[config.mk]
export PLATFORM = sky130hd
export DESIGN_NAME = fp_align_unpack
export DESIGN_NICKNAME = d
export VERILOG_FILES = /design/src/rtl/fp_align_unpack.sv
export SDC_FILE = /design/constraint.sdc
export NUM_CORES = 1
export LEC_CHECK = 0
export BUFFER_PORTS_ARGS = -buffer_cell sky130_fd_sc_hd__buf_2
export CAP_MARGIN = 0
export CELL_PAD_IN_SITES_DETAIL_PLACEMENT = 1
export CELL_PAD_IN_SITES_GLOBAL_PLACEMENT = 2
export CORE_UTILIZATION = 29
export CTS_CLUSTER_DIAMETER = 80
export DETAILED_ROUTE_END_ITERATION = 10
export PLACE_DENSITY_LB_ADDON = 0.12
export SETUP_SLACK_MARGIN = 0.05
export SLEW_MARGIN = 15
export SYNTH_ARGS = -nofsm -noshare
export SYNTH_HDL_FRONTEND = slang
export SYNTH_SLANG_ARGS = --single-unit
export TNS_END_PERCENT = 20
[constraint.sdc]
create_clock -name clk -period 4.8 [get_ports clk]
set_input_delay 1.2 -clock clk [delete_from_list [all_inputs] [get_ports clk]]
set_output_delay 1.2 -clock clk [all_outputs]
set_load 0.01 [all_outputs]
[src/rtl/fp_align_unpack.sv]
// Front end of the binary32 adder: unpacks two operands and orders them by magnitude.
// It then right-aligns the smaller mantissa one bit per cycle, folding lost bits into a sticky bit.
module fp_align_unpack #(
    parameter int MAX_SHIFT = 28
) (
    input  logic        clk,
    input  logic        rst,
    input  logic        in_valid,
    output logic        in_ready,
    input  logic [31:0] op_a,
    input  logic [31:0] op_b,
    output logic        out_valid,
    input  logic        out_ready,
    output logic [28:0] mant_big,
    output logic [28:0] mant_small,
    output logic [7:0]  exp_out,
    output logic        sign_big,
    output logic        sign_small,
    output logic        swapped,
    output logic        is_nan,
    output logic        is_inf
);
    localparam int CW = $clog2(MAX_SHIFT + 1);

    localparam logic [1:0] S_IDLE  = 2'd0;
    localparam logic [1:0] S_SHIFT = 2'd1;
    localparam logic [1:0] S_DONE  = 2'd2;

    logic [1:0]    state;
    logic [CW-1:0] count;

    logic [7:0]    exp_a, exp_b, eff_a, eff_b, diff;
    logic [28:0]   man_a, man_b;
    logic          nan_a, nan_b, inf_a, inf_b;
    logic          b_big, any_nan, any_inf;
    logic [CW-1:0] shift_d;

    always_comb begin
        exp_a   = op_a[30:23];
        exp_b   = op_b[30:23];
        eff_a   = (exp_a == 8'd0) ? 8'd1 : exp_a;
        eff_b   = (exp_b == 8'd0) ? 8'd1 : exp_b;
        man_a   = {1'b0, |exp_a, op_a[22:0], 4'b0000};
        man_b   = {1'b0, |exp_b, op_b[22:0], 4'b0000};
        nan_a   = (&exp_a) & (|op_a[22:0]);
        nan_b   = (&exp_b) & (|op_b[22:0]);
        inf_a   = (&exp_a) & ~(|op_a[22:0]);
        inf_b   = (&exp_b) & ~(|op_b[22:0]);
        any_nan = nan_a | nan_b;
        any_inf = (inf_a | inf_b) & ~any_nan;
        // Exponent ties are broken on the whole mantissa, hidden bit included; a full tie keeps op_a big.
        b_big   = {eff_b, man_b} > {eff_a, man_a};
        diff    = b_big ? (eff_b - eff_a) : (eff_a - eff_b);
        if (any_nan || inf_a || inf_b)
            shift_d = '0;
        else if (diff >= 8'(MAX_SHIFT))
            shift_d = CW'(MAX_SHIFT);
        else
            shift_d = diff[CW-1:0];
    end

    assign in_ready  = (state == S_IDLE) && !rst;
    assign out_valid = (state == S_DONE);

    // NOTE: the datapath registers are cleared on reset too, so a discarded pair leaves nothing on the outputs.
    always_ff @(posedge clk) begin
        if (rst) begin
            state      <= S_IDLE;
            count      <= '0;
            mant_big   <= '0;
            mant_small <= '0;
            exp_out    <= '0;
            sign_big   <= 1'b0;
            sign_small <= 1'b0;
            swapped    <= 1'b0;
            is_nan     <= 1'b0;
            is_inf     <= 1'b0;
        end else begin
            case (state)
                S_IDLE: begin
                    if (in_valid) begin
                        mant_big   <= b_big ? man_b : man_a;
                        mant_small <= b_big ? man_a : man_b;
                        exp_out    <= b_big ? eff_b : eff_a;
                        sign_big   <= b_big ? op_b[31] : op_a[31];
                        sign_small <= b_big ? op_a[31] : op_b[31];
                        swapped    <= b_big;
                        is_nan     <= any_nan;
                        is_inf     <= any_inf;
                        count      <= shift_d;
                        state      <= (shift_d == '0) ? S_DONE : S_SHIFT;
                    end
                end
                S_SHIFT: begin
                    mant_small <= {1'b0, mant_small[28:2], mant_small[1] | mant_small[0]};
                    count      <= count - 1'b1;
                    if (count == CW'(1))
                        state <= S_DONE;
                end
                S_DONE: begin
                    if (out_ready)
                        state <= S_IDLE;
                end
                default: state <= S_IDLE;
            endcase
        end
    end
endmodule

==> flow_results.xml <==
<?xml version="1.0" encoding="UTF-8"?>
<metrics>
  <group name="worst_setup_path">
    <metric name="library_cell_contributing_the_largest_single_delay_on_the_critical_path" unit="">or4_1</metric>
    <metric name="crit_fanout" unit="">7</metric>
    <metric name="criticalPathCategory" unit="">input port to flip-flop</metric>
    <metric name="worstSetupStartpointType" unit="">input port</metric>
    <metric name="data_arrival_time_at_the_worst_slack_endpoint" unit="ns">4.64</metric>
    <metric name="crit_buf_inv" unit="">3</metric>
    <metric name="critical-path-top-cell-by-count" unit="">nor2_1</metric>
    <metric name="cpPeakStageDelay" unit="ns">0.52</metric>
    <metric name="ff2ff_setup_slack" unit="ns">2.82</metric>
    <metric name="cp_cell_sequence" unit="">buf_2 &gt; or4_1 &gt; nor2_1 &gt; nor2_1 &gt; ha_1 &gt; a21o_1 &gt; a311o_1 &gt; a221oi_2 &gt; inv_2 &gt; o31ai_4 &gt; buf_12 &gt; mux2i_1 &gt; xor2_1 &gt; nand3_1 &gt; o31a_1</metric>
    <metric name="critPathCaptureType" unit="">flip-flop</metric>
    <metric name="critPathRequiredTime" unit="ns">5.04</metric>
    <metric name="cpLargestDelayFamily" unit="">compound AO/OA/AOI/OAI gates</metric>
  </group>
  <group name="sta">
    <metric name="max-slew-margin-rel" unit="%">59.5</metric>
    <metric name="skew" unit="ns">0.00775</metric>
    <metric name="maxSlewViolCount" unit="">0</metric>
    <metric name="fmax_achieved" unit="MHz">227</metric>
    <metric name="timing.hold.ws" unit="ns">0.446</metric>
    <metric name="hold_viol" unit="">0</metric>
    <metric name="grt_setup_unrepaired" unit="">no</metric>
    <metric name="setup-violations-final" unit="">0</metric>
    <metric name="timing.final.crit_share" unit="%">91.8</metric>
    <metric name="post-route-worst-setup-slack" unit="ns">0.393</metric>
    <metric name="fin_crit" unit="ns">4.41</metric>
    <metric name="worst_slew_pin_slew" unit="ns">0.605</metric>
  </group>
  <group name="yosys">
    <metric name="synthesis.instances" unit="">666</metric>
    <metric name="adder_cell_share_of_the_synthesized_area" unit="%">11.1</metric>
    <metric name="syn_area" unit="µm²">4880</metric>
    <metric name="yosys.area_share.xor_xnor" unit="%">1.41</metric>
    <metric name="yosysMostFrequentCell" unit="">nand2_1</metric>
    <metric name="synth.avg_cell_area" unit="µm²">7.33</metric>
    <metric name="synth.top_cells.by_area" unit="">dfxtp_1, ha_1, nand2_1</metric>
    <metric name="synth_edf_count" unit="">0</metric>
    <metric name="synth.largest_area_cell" unit="">dfxtp_1</metric>
    <metric name="synth_area_in_compound_gates" unit="%">22.9</metric>
    <metric name="yosysWarningCount" unit="">0</metric>
    <metric name="synth_top_flop_cell" unit="">dfxtp_1</metric>
    <metric name="muxShareOfSynthArea" unit="%">1.23</metric>
    <metric name="synth-seq-cells" unit="">72</metric>
    <metric name="synthSimpleGateAreaFrac" unit="%">25.8</metric>
    <metric name="largest_family_of_logic_cells_by_synthesized_area" unit="">simple AND/OR/NAND/NOR gates</metric>
    <metric name="synth.yosys.seq_area_share" unit="%">29.5</metric>
    <metric name="synth_top_area_share" unit="%">29.5</metric>
    <metric name="synth_cell_types" unit="">56</metric>
    <metric name="synth-async-reset-ratio" unit="%">0</metric>
    <metric name="yosys-top-cells-count" unit="">nand2_1, dfxtp_1, nor2_1, a21oi_1</metric>
  </group>
  <group name="die">
    <metric name="die_span_x" unit="µm">132</metric>
    <metric name="floorplan.io_pins" unit="">141</metric>
    <metric name="dieHeight" unit="µm">132</metric>
    <metric name="core_area" unit="µm²">16500</metric>
    <metric name="floorplan.die_area" unit="µm²">17400</metric>
    <metric name="num_rows" unit="">47</metric>
    <metric name="start_util" unit="%">29.5</metric>
  </group>
  <group name="cts">
    <metric name="cts_root_buffer" unit="">clkbuf_16</metric>
    <metric name="clk_path_buf_depth" unit="">2</metric>
    <metric name="clock_pin_slew_of_the_registers_on_the_worst_case_setup_and_hold_paths" unit="ns">0.06</metric>
    <metric name="cts.hold.buffers_added" unit="">0</metric>
    <metric name="cts.sink_count" unit="">72</metric>
    <metric name="h_tree_level_count" unit="">3</metric>
    <metric name="tritoncts" unit="">built</metric>
    <metric name="tritoncts.num_buffers" unit="">9</metric>
    <metric name="clock_insertion_delay_at_the_later_pin_of_the_skew_report" unit="ns">0.34</metric>
  </group>
  <group name="global_route">
    <metric name="grt_antenna_before_repair" unit="">1</metric>
    <metric name="grt_first_pass_wirelength" unit="µm">29900</metric>
    <metric name="first_global_vias" unit="">5584</metric>
    <metric name="pin_count_of_the_biggest_net_entering_global_routing" unit="">57</metric>
    <metric name="grt_overflow_total" unit="">0</metric>
    <metric name="global_route.usage.total" unit="%">22.0</metric>
  </group>
  <group name="min_path">
    <metric name="timing.hold.worst.class" unit="">flip-flop to flip-flop</metric>
  </group>
  <group name="route">
    <metric name="drtIter0Drc" unit="">215</metric>
    <metric name="drc" unit="">0</metric>
    <metric name="count_of_vias_placed_by_the_detailed_router" unit="">5324</metric>
    <metric name="wl_per_cell" unit="µm">18.3</metric>
    <metric name="antenna_viol_nets_final" unit="">0</metric>
    <metric name="vias_per_cell" unit="">5.19</metric>
    <metric name="dr.pass1.iters" unit="">6</metric>
    <metric name="drt_wl_total" unit="µm">18700</metric>
  </group>
  <group name="power_and_ir_drop">
    <metric name="total_leakage_power" unit="µW">0.00295</metric>
    <metric name="powerDensity" unit="nW/µm²">340</metric>
    <metric name="peakVddDrop" unit="V">0.000180</metric>
  </group>
  <group name="place">
    <metric name="dp_worst_setup_slack" unit="ns">-0.0764</metric>
    <metric name="port-buffer-count" unit="">134</metric>
    <metric name="dp.final_hpwl" unit="µm">15000</metric>
    <metric name="finalWeightedCongestion" unit="">0.879</metric>
  </group>
  <group name="final_layout">
    <metric name="post_route_cells_drive_above_1_share" unit="%">24.7</metric>
    <metric name="layout-area-overhead-vs-synth" unit="%">27.8</metric>
    <metric name="finalNetCount" unit="">910</metric>
  </group>
  <group name="run">
    <metric name="max-cap-violations" unit="">0</metric>
  </group>
  <group name="status">
    <metric name="outcome" unit="">complete, no violations</metric>
  </group>
</metrics>
[report_power, final]
group	internal [µW]	switching, µW	total (µW)
combinational	253	395	648
sequential	666	46.3	712
clock	472	285	757
total	1390	726	2120
[state kept, by name, summed over array words and instances, names as in the netlist]
name,count
mant_big,24
is_nan,1
count,5
swapped,1
is_inf,1
sign_small,1
mant_small,28
sign_big,1
exp_out,8
state,2
[area by class of cell]
class / instances / area, µm²
Antenna cell: 1 / 2.50
Clock buffer: 10 / 239
Clock inverter: 6 / 90.1
Fill cell: 2102 / 10300
Inverter: 41 / 154
Multi-Input combinational cell: 505 / 3070
Sequential cell: 72 / 1440
Tap cell: 220 / 275
Timing Repair Buffer: 171 / 961
[kinds of logic after synthesis]
kind of cell	count (synthesis)
AO/OA/AOI/OAI	169
XOR/XNOR	7
adder cells (fa/ha/maj)	42
buffers and inverters	94
flip-flops	72
multiplexers	6
other	1
AND/OR/NAND/NOR	275
[worst register-to-register path, delay by kind of cell (launching register included)]
| family | cells | cell delay [ns] |
|---|---|---|
| compound gates | 1 | 0.16 |
| simple gates | 5 | 1.12 |
| buf+inv | 1 | 0.30 |
| flops | 1 | 0.35 |
[layout by cell type, fill, tap and decap left out, types with 2 or more instances in the layout]
master,n
clkbuf_16,9
a32oi_1,14
nand2_1,118
nand4_1,12
ha_1,40
o32ai_1,2
o31a_1,2
o21ai_0,33
nand2b_1,19
inv_6,2
buf_4,36
a31oi_1,3
dfxtp_1,72
nand3_1,12
nor4_1,16
fa_1,2
a221oi_1,23
and2_1,2
conb_1,6
xnor2_1,2
a211oi_2,2
mux2i_1,6
or4_1,2
inv_1,40
o31ai_1,2
a21oi_1,66
nor2b_1,6
buf_2,134
or3_1,2
a21o_1,8
xor2_1,4
nor3_1,7
bufinv_16,2
nor2_1,70
a211oi_1,2
[what timing repair did]
action / 4_1_cts / 5_1_grt
gates resized for setup: 0 / 0
setup buffers: 0 / 1
setup endpoints to repair: 0 / 16
[final timing paths]
check	from	end	cells after the start
setup / recovery	op_a[24]	count[3]$_SDFFE_PP0P_	15
hold / removal	mant_big[11]$_SDFFE_PP0P_	mant_big[11]$_SDFFE_PP0P_	2
setup reg to reg	state[1]$_SDFFE_PP0P_	state[1]$_SDFFE_PP0P_	7
hold reg to reg	mant_big[11]$_SDFFE_PP0P_	mant_big[11]$_SDFFE_PP0P_	2
[routing by layer]
metal,GRT usage (%),wire length [µm],vias up
li1,-,-,2592
met1,24.3,7820,2598
met2,42.0,9890,113
met3,3.96,612,21
met4,7.36,402,0
met5,0,0,-
[stage by stage]
step                      std cells  util [%]  setup TNS [ns]  total power [µW]  instance area [µm²]
after floorplan                 671         -               0              1110                 4900
after CTS                      1024      37.6               0              2140                 6210
final                          1026      37.7               0              2120                 6240
after detailed placement       1008      35.6          -0.180              1370                 5890
after global placement         1008      35.6               0              1360                 5890
after global routing           1025      37.7               0              2250                 6230
Note: power is estimated with default switching activity, not from simulation.
